File: config.mk
export PLATFORM = sky130hd
export DESIGN_NAME = dma_block_mover_flat
export DESIGN_NICKNAME = d
export VERILOG_FILES = /design/src/rtl/dma_bus_if.sv /design/src/rtl/dma_block_mover.sv /design/src/flat_wrapper.sv
export SDC_FILE = /design/constraint.sdc
export NUM_CORES = 1
export LEC_CHECK = 0
export ABC_AREA = 1
export BUFFER_PORTS_ARGS = -buffer_cell sky130_fd_sc_hd__buf_2
export CAP_MARGIN = 20
export CORE_MARGIN = 1
export CORE_UTILIZATION = 35
export DETAILED_ROUTE_END_ITERATION = 7
export PLACE_DENSITY = 0.63
export SKIP_LAST_GASP = 1
export SYNTH_ARGS = -nofsm -noshare
export SYNTH_HDL_FRONTEND = slang
export SYNTH_SLANG_ARGS = --single-unit
File: constraint.sdc
create_clock -name clk -period 1.6 [get_ports clk]
set_clock_uncertainty 0.05 [all_clocks]
set_input_delay 0 -clock clk [delete_from_list [all_inputs] [get_ports clk]]
set_output_delay 0 -clock clk [all_outputs]
set_load 0.02 [all_outputs]
File: src/rtl/dma_bus_if.sv
// dma_bus_if: HLD/HLDA-arbitrated word bus shared by the core, dataMemory, io1 and the DMA block mover.
interface dma_bus_if #(
   parameter int AW = 16,
   parameter int DW = 32
);
   logic          hld;
   logic          hlda;
   logic [AW-1:0] mem_addr;
   logic          mem_rd;
   logic          mem_wr;
   logic [DW-1:0] mem_wdata;
   logic [DW-1:0] mem_rdata;
   modport master (output hld, mem_addr, mem_rd, mem_wr, mem_wdata, input hlda, mem_rdata);
   modport slave  (input hld, mem_addr, mem_rd, mem_wr, mem_wdata, output hlda, mem_rdata);
endinterface

File: src/rtl/dma_block_mover.sv
// dma_block_mover: copies COUNT words from SRC to DST over the shared bus, yielding every MAX_BURST words.
module dma_block_mover #(
   parameter int AW        = 16,
   parameter int DW        = 32,
   parameter int MAX_BURST = 8
)(
   input  logic          clk,
   input  logic          rst_n,
   input  logic          cfg_we,
   input  logic [1:0]    cfg_addr,
   input  logic [AW-1:0] cfg_wdata,
   dma_bus_if.master     bus,
   output logic          busy,
   output logic          done,
   output logic          irq,
   output logic          err
);
   localparam int BW = $clog2(MAX_BURST + 1);
   typedef enum logic [2:0] {IDLE, REQ, RD, WR, YIELD, REL} state_t;
   state_t state, state_n;
   logic [AW-1:0] src, dst, count;
   logic [DW-1:0] buffer;
   logic [BW-1:0] burst, burst_nxt;
   logic ie, abort_q, ok;
   logic ctrl_wr, idle_wr, start, abort, clr, last, fin, zero_start;
   assign ctrl_wr    = cfg_we && cfg_addr == 2'd3;
   assign idle_wr    = cfg_we && state == IDLE;
   assign start      = idle_wr && cfg_addr == 2'd3 && cfg_wdata[0];
   assign zero_start = start && count == '0;
   assign abort      = abort_q || (ctrl_wr && cfg_wdata[3] && state != IDLE);
   assign clr        = ctrl_wr && cfg_wdata[2];
   assign last       = count == AW'(1);
   assign burst_nxt  = burst + 1'b1;
   // A tenure that reaches REL only reports completion if its last word went out cleanly.
   assign fin        = state == REL && !bus.hlda;
   always_comb begin
      state_n = state;
      case (state)
         IDLE:    state_n = start && count != '0 ? REQ : IDLE;
         REQ:     state_n = abort ? REL : bus.hlda ? RD : REQ;
         RD:      state_n = bus.hlda ? WR : REL;
         WR:      state_n = !bus.hlda || last || abort ? REL :
                            burst_nxt == BW'(MAX_BURST) ? YIELD : RD;
         YIELD:   state_n = abort ? REL : !bus.hlda ? REQ : YIELD;
         REL:     state_n = bus.hlda ? REL : IDLE;
         default: state_n = IDLE;
      endcase
   end
   assign bus.hld       = state == REQ || state == RD || state == WR;
   assign bus.mem_rd    = state == RD;
   assign bus.mem_wr    = state == WR;
   assign bus.mem_addr  = state == RD ? src : state == WR ? dst : '0;
   assign bus.mem_wdata = state == WR ? buffer : '0;
   always_ff @(posedge clk or negedge rst_n)
      if (!rst_n) state <= IDLE;
      else        state <= state_n;
   always_ff @(posedge clk or negedge rst_n) begin
      if (!rst_n) begin
         src     <= '0;
         dst     <= '0;
         count   <= '0;
         buffer  <= '0;
         burst   <= '0;
         ie      <= 1'b0;
         abort_q <= 1'b0;
         ok      <= 1'b0;
         busy    <= 1'b0;
         done    <= 1'b0;
         irq     <= 1'b0;
         err     <= 1'b0;
      end else begin
         if (idle_wr && cfg_addr == 2'd0) src   <= cfg_wdata;
         if (idle_wr && cfg_addr == 2'd1) dst   <= cfg_wdata;
         if (idle_wr && cfg_addr == 2'd2) count <= cfg_wdata;
         if (idle_wr && cfg_addr == 2'd3) ie    <= cfg_wdata[1];
         if (state == RD) buffer <= bus.mem_rdata;
         if (state == WR) begin
            src   <= src + 1'b1;
            dst   <= dst + 1'b1;
            count <= count - 1'b1;
            burst <= burst_nxt;
            ok    <= bus.hlda && last && !abort;
         end
         if (start) begin
            burst <= '0;
            ok    <= 1'b0;
         end
         if (state == YIELD) burst <= '0;
         abort_q <= state_n != IDLE && abort;
         busy    <= state_n != IDLE;
         done    <= zero_start || (fin && ok);
         irq     <= (zero_start && cfg_wdata[1]) || (fin && ok && ie) || (irq && !clr);
         err     <= ((state == RD || state == WR) && !bus.hlda) || (err && !clr);
      end
   end
endmodule

File: src/flat_wrapper.sv
// flat-port wrapper written by rule: the top's interface ports become plain ports
module dma_block_mover_flat 
#(
   parameter int AW        = 16,
   parameter int DW        = 32,
   parameter int MAX_BURST = 8
)
  (clk, rst_n, cfg_we, cfg_addr, cfg_wdata, busy, done, irq, err, bus_hld, bus_mem_addr, bus_mem_rd, bus_mem_wr, bus_mem_wdata, bus_hlda, bus_mem_rdata);
  dma_bus_if #(.AW(AW), .DW(DW)) bus_i ();
  input  logic clk;
  input  logic rst_n;
  input  logic cfg_we;
  input  logic [1:0] cfg_addr;
  input  logic [AW-1:0] cfg_wdata;
  output logic busy;
  output logic done;
  output logic irq;
  output logic err;
  output wire logic [$bits(bus_i.hld)-1:0] bus_hld;
  output wire logic [$bits(bus_i.mem_addr)-1:0] bus_mem_addr;
  output wire logic [$bits(bus_i.mem_rd)-1:0] bus_mem_rd;
  output wire logic [$bits(bus_i.mem_wr)-1:0] bus_mem_wr;
  output wire logic [$bits(bus_i.mem_wdata)-1:0] bus_mem_wdata;
  input wire logic [$bits(bus_i.hlda)-1:0] bus_hlda;
  input wire logic [$bits(bus_i.mem_rdata)-1:0] bus_mem_rdata;
  assign bus_hld = bus_i.hld;
  assign bus_mem_addr = bus_i.mem_addr;
  assign bus_mem_rd = bus_i.mem_rd;
  assign bus_mem_wr = bus_i.mem_wr;
  assign bus_mem_wdata = bus_i.mem_wdata;
  assign bus_i.hlda = bus_hlda;
  assign bus_i.mem_rdata = bus_mem_rdata;
  dma_block_mover #(.AW(AW), .DW(DW), .MAX_BURST(MAX_BURST)) u_core (.clk(clk), .rst_n(rst_n), .cfg_we(cfg_we), .cfg_addr(cfg_addr), .cfg_wdata(cfg_wdata), .bus(bus_i), .busy(busy), .done(done), .irq(irq), .err(err));
endmodule
; ---- Word-level counts from Yosys, hierarchy flattened
; Cells that the tools add are included.
[word_totals]
reg_bits = 94
output_inout_bits = 55
wordCells = 97
in_bits = 54
[classes]
n_reduce_logical = 46
eq_ne = 10
n_mux = 24
n_addsub = 4
[op_table]
columns = operator, count
row1 = 16-bit 2-to-1 mux, 8
row2 = "16-bit by 1-bit adder with 16-bit output, second input constant", 2
row3 = 32-bit 2-to-1 mux, 1
row4 = 1-bit logical AND, 22
row5 = 3-bit 2-to-1 mux, 7
row6 = 3-bit one-hot mux with 6 select lines, 1
row7 = "16-bit by 1-bit equality test with 1-bit output, second input constant", 1
row8 = 16-bit zero test, 1
row9 = 16-bit nonzero test, 1
row10 = "16-bit by 1-bit subtractor with 16-bit output, second input constant", 1
row11 = 4-bit 2-to-1 mux, 3
row12 = 1-bit logical OR, 10
row13 = 3-bit nonzero test, 3
row14 = 2-bit nonzero test, 4
row15 = "3-bit by 2-bit equality test with 1-bit output, second input constant", 2
row16 = "3-bit equality test, second input constant", 2
row17 = "4-bit by 1-bit adder with 4-bit output, second input constant", 1
row18 = "2-bit equality test, second input constant", 2
row19 = "4-bit equality test, second input constant", 1
row20 = "3-bit by 1-bit equality test with 1-bit output, second input constant", 1
row21 = 1-bit zero test, 3
row22 = 3-bit zero test, 1
row23 = 1-bit 2-to-1 mux, 3
row24 = "2-bit by 1-bit equality test with 1-bit output, second input constant", 1
row25 = other kinds (2), 2

; ---- Longest topological paths before layout
[logic_depth]
word_depth = 10
mapped_depth = 11
mapped_depth_nobuf = 11

; ---- Least setup slack after synthesis
; Ideal clock, no wire load.
[synth_path]
kind = flip-flop to flip-flop
from = register u_core.src[0]
to = register u_core.src[14]
period_less_slack_ns = 1.570
arrival_time_ns = 1.396
setup_slack_ns = 0.030
setup_ns = 0.124
path_stages_with_launch = 10
path_cell_list = dfrtp_1 -> ha_1 -> nand2_1 -> nor2_1 -> nand4_1 -> nor2_1 -> nand3_1 -> xor2_1 -> nand2_1 -> nand3_1
[synth_between]
elab_chain_len = 2
[synth_rtl]
columns = item, line_no
row1 = from (decl), dma_block_mover.sv:21  ; logic [AW-1:0] src, dst, count;
row2 = from (signal assigned), dma_block_mover.sv:72  ; if (idle_wr && cfg_addr == 2'd0) src <= cfg_wdata;
row3 = from (signal assigned), dma_block_mover.sv:78  ; src <= src + 1'b1;
row4 = 16-bit by 1-bit adder with 16-bit output, dma_block_mover.sv:78
row5 = 16-bit 2-to-1 mux, dma_block_mover.sv:77  ; if (state == WR) begin
; No other way between the ends.
; A chain may end at the register's enable or synchronous reset.

; ---- Worst setup path in the final report
[layout_path]
from = register u_core.state[2]
to = output port bus_mem_wdata[17]
[layout_between]
elab_chain_len = 2
[layout_rtl]
columns = item, line_no
row1 = from (decl), dma_block_mover.sv:20  ; state_t state, state_n;
row2 = from (signal assigned), dma_block_mover.sv:56  ; else state <= state_n;
row3 = 3-bit by 2-bit equality test with 1-bit output, dma_block_mover.sv:53  ; assign bus.mem_wdata = state == WR ? buffer : '0;
row4 = 32-bit 2-to-1 mux, dma_block_mover.sv:53
row5 = to (decl), flat_wrapper.sv:23  ; output wire logic [$bits(bus_i.mem_wdata)-1:0] bus_mem_wdata;
; No other way between the ends.

==> results_tabular.tex <==
\begin{tabular}{lr}
\hline
Metric & Value \\
\hline
\multicolumn{2}{l}{\textbf{Critical path}} \\
Data arrival time at the worst-slack endpoint & 1.68 ns \\
Worst Path Class, Setup & reg -> out \\
Maximum fanout encountered on the critical timing path & 16 \\
Launching element type of the critical path & flip-flop \\
CP Capture Type & output pin \\
Data required, critical path & 1.55 ns \\
\multicolumn{2}{l}{\textbf{Floorplanning}} \\
Placeable core region & 14700 µm² \\
Boundary Pins & 109 \\
Site Rows & 44 \\
Die area & 15700 µm² \\
Initial core utilization & 36.2\% \\
Horizontal extent of the die & 125 µm \\
Die Y-Extent & 125 µm \\
\multicolumn{2}{l}{\textbf{Clocking}} \\
Clock buffer count from CTS & 9 \\
Clock tree from TritonCTS & done \\
CTS root buffer & sky130\_fd\_sc\_hd\_\_clkbuf\_16 \\
Bufs on Longest Clock Path & 2 \\
Clk slew on worst S/H paths & 0.07 ns \\
Clk sinks & 94 \\
Insertion delay to the later sink of the worst-skew pair & 0.35 ns \\
Level count of the clock H-tree & 3 \\
\multicolumn{2}{l}{\textbf{Power}} \\
Cell-internal power & 8.11 mW \\
Clock power frac & 14.8\% \\
Power per unit of standard cell area & 1640 nW/µm² \\
Largest vdd supply drop & 0.781 mV \\
Combinational share of power & 55.0\% \\
Total net switching power & 6.11 mW \\
Switching Fraction & 43.0\% \\
Leakage & 4.11 nW \\
Sequential fraction of design power & 30.2\% \\
\multicolumn{2}{l}{\textbf{Logic synthesis}} \\
Synthesized area per cell & 7.37 µm² \\
Sequential area share after synthesis & 44.2\% \\
Post-Synthesis Net Count & 782 \\
Gate Count Post-Synth & 722 \\
Portion of synthesized cell area occupied by the leading cell type & 44.2\% \\
Number of flops mapped to enable cells by yosys & 0 \\
Most numerous cell types in the synthesized netlist & sky130\_fd\_sc\_hd\_\_nand2\_1 (153), sky130\_fd\_sc\_hd\_\_inv\_1 (98), sky130\_fd\_sc\_hd\_\_nor2\_1 (96) \\
Leading area contributor after synthesis & sky130\_fd\_sc\_hd\_\_dfrtp\_1 \\
Synthesis Warnings & 0 \\
Share of async-settable or async-resettable flops after synthesis & 100\% \\
Most instantiated flip-flop cell in the synthesis netlist & sky130\_fd\_sc\_hd\_\_dfrtp\_1 \\
Area contributors post-synth & sky130\_fd\_sc\_hd\_\_dfrtp\_1 (44\%), sky130\_fd\_sc\_hd\_\_nand2\_1 (11\%), sky130\_fd\_sc\_hd\_\_inv\_1 (6.9\%) \\
\#FFs+latches synth & 94 \\
Most common cell in the synthesized netlist & sky130\_fd\_sc\_hd\_\_nand2\_1 \\
Distinct cells, synth & 39 \\
Mapped cell area & 5320 µm² \\
\multicolumn{2}{l}{\textbf{Routing}} \\
Remaining design rule violation count & 13 \\
Avg Vias per Cell & 5.14 \\
Iteration count of the initial detailed-routing pass & 8 \\
M1 wire length & 7.66 mm \\
Metal3 WL & 1.17 mm \\
Post-route ant nets & 0 \\
Vias after detailed routing & 6031 \\
Per-cell routed wire length & 15.4 µm \\
Routed length on met2 & 8.78 mm \\
Initial DRC Count & 392 \\
DRT Wirelength & 18.1 mm \\
Top Layer Used & met4 \\
\multicolumn{2}{l}{\textbf{STA}} \\
Number of pins exceeding their max-slew limit in the final report & 0 \\
RSZ-0062 raised after global routing & true \\
Total setup violations reported at the end of the flow & 73 \\
Fin crit share & 108\% \\
Relative slew slack & 65.2\% \\
Final Hold Viols & 0 \\
Worst Max-Slew Pin Slew & 0.523 ns \\
Post-route setup slack & -0.127 ns \\
Minimum clock period after layout & 1.73 ns \\
Worst hold slack & 0.0355 ns \\
Highest achievable clock rate & 579 MHz \\
\multicolumn{2}{l}{\textbf{Min path}} \\
Hold crit path type & in -> reg \\
\multicolumn{2}{l}{\textbf{Job}} \\
Max-cap violations & 0 \\
\multicolumn{2}{l}{\textbf{Placed design}} \\
Placed instance area & 6690 µm² \\
Post-DP HPWL & 11.2 mm \\
Final weighted congestion of routability-driven global placement & 0.891 \\
Count of input and output buffers & 108 \\
\multicolumn{2}{l}{\textbf{GRT}} \\
GRT Overall Usage & 21.7\% \\
Global-route wire length before repair & 27.2 mm \\
Number of global-route vias before repair & 5572 \\
Total overflow reported by the global router & 0 \\
Maximum number of pins on one net before global-route repair & 40 \\
Initial antenna violation count & 0 \\
\multicolumn{2}{l}{\textbf{Run status}} \\
Violations in the final reports & DRC, setup timing \\
Outcome & complete, but fails checks \\
\multicolumn{2}{l}{\textbf{Cells and area}} \\
Number of nets in the layout & 1045 \\
Share of layout cells above drive strength 1 & 36.8\% \\
Diodes inserted & 0 \\
Post-route standard cell area excluding fillers & 8680 µm² \\
Area added between synthesis and finish & 63.3\% \\
\hline
\end{tabular}
==> cells in the final DEF (no fill, tap or decap), drive strengths merged, types with 2 or more instances in the layout <==
cell type	netlist	routed
xor2	7	7
a41oi	3	3
nor3	11	11
o22ai	11	11
o221ai	7	7
nor2	100	100
inv	103	107
o211ai	11	11
o31ai	3	3
buf	15	230
nor4	2	2
a22o	4	4
dfrtp	94	94
nand3	50	50
a31oi	12	12
a21oi	20	20
nand2	153	153
xnor2	2	2
o21ai	77	77
clkinv	0	3
nand4	11	11
dlygate4sd3	0	45
ha	6	6
clkbuf	14	14
==> sequential cells by signal, summed over array words and instances, names as in the netlist <==
register        cells
u_core.buffer      32
u_core.count       16
u_core.dst         16
u_core.src         16
u_core.burst        4
u_core.state        3
u_core.abort_q      1
u_core.busy         1
u_core.done         1
u_core.err          1
u_core.ie           1
u_core.irq          1
u_core.ok           1
==> power groups by stage <==
stage                     Combinational (mW)  Clock [mW]  Sequential, mW
after floorplan                         3.39           0            4.16
after global placement                  5.58           0            4.19
after detailed placement                5.62           0            4.22
after CTS                               6.76        2.14            4.21
after global routing                    8.56        2.22            4.43
final                                   7.83        2.10            4.29
==> routing by layer <==
layer  track usage, %  vias up
met4             9.18        0
met1             28.7     2854
li1                 -     2903
met3             3.77       35
met5                0        -
met2             35.0      239
==> path summary, 6_finish.rpt <==
path / startpoint / to / slack [ns] / cells after the start
max in group asynchronous: rst_n / u_core.count[7]$_DFFE_PN0P_ / 0.74 / 3
worst max-delay path: u_core.state[2]$_DFF_PN0_ / bus_mem_wdata[17] / -0.13 / 6
worst max register to register: u_core.state[1]$_DFF_PN0_ / u_core.src[12]$_DFFE_PN0P_ / -0.12 / 7
min in group asynchronous: rst_n / u_core.buffer[0]$_DFFE_PN0P_ / 0.12 / 2
worst min register to register: u_core.count[7]$_DFFE_PN0P_ / u_core.count[7]$_DFFE_PN0P_ / 0.45 / 1
worst min-delay path: cfg_wdata[11] / u_core.src[11]$_DFFE_PN0P_ / 0.04 / 3
==> critical path, stage by stage (launching register included) <==
cell and delay, ns:
sky130_fd_sc_hd__dfrtp_1 0.39, sky130_fd_sc_hd__inv_2 0.10, sky130_fd_sc_hd__nand3_4 0.16, sky130_fd_sc_hd__buf_4 0.20
sky130_fd_sc_hd__clkbuf_16 0.17, sky130_fd_sc_hd__nor2_1 0.13, sky130_fd_sc_hd__buf_4 0.17
==> area by class of cell <==
cell class                      instances  area [µm²]
Tap cell                              184         230
Fill cell                            1207        6020
Inverter                              103         399
Clock inverter                          6        51.3
Sequential cell                        94        2360
Multi-Input combinational cell        496        2980
Clock buffer                           10         229
Timing Repair Buffer                  279        2430
Timing Repair inverter                  2        13.8
==> stage by stage <==
step           power, mW  setup TNS (ns)  worst slack (ns)  utilization [%]  instances
3_5_place_dp        9.84          -0.685            -0.118             45.5       1073
5_1_grt             15.2          -11.63            -0.236             59.1       1174
2_1_floorplan       7.55               0            0.0302                -        722
3_3_place_gp        9.77          -0.372           -0.0941             45.5       1073
6_report            14.2           -4.64            -0.127             59.1       1174
4_1_cts             13.1           -2.25            -0.105             54.3       1152
==> logic make-up after synthesis <==
logic type                 share of synthesized area (%)
and+or+nand+nor                                     26.5
AOI/OAI and AO/OA                                   16.5
muxes                                              0.212
buffers and inverters                               9.67
xor gates and xnor gates                            1.48
adders and majority gates                           1.41
DFF                                                 44.2
==> repair_timing <==
action	in CTS	in global routing
pin swaps	10	31
gates resized for setup	91	150
buffers inserted	15	17
endpoints found under the setup margin	75	128
endpoints found under the hold margin	112	0
gates cloned	3	6
hold buffers	45	0
(Power assumes the default switching activity.)
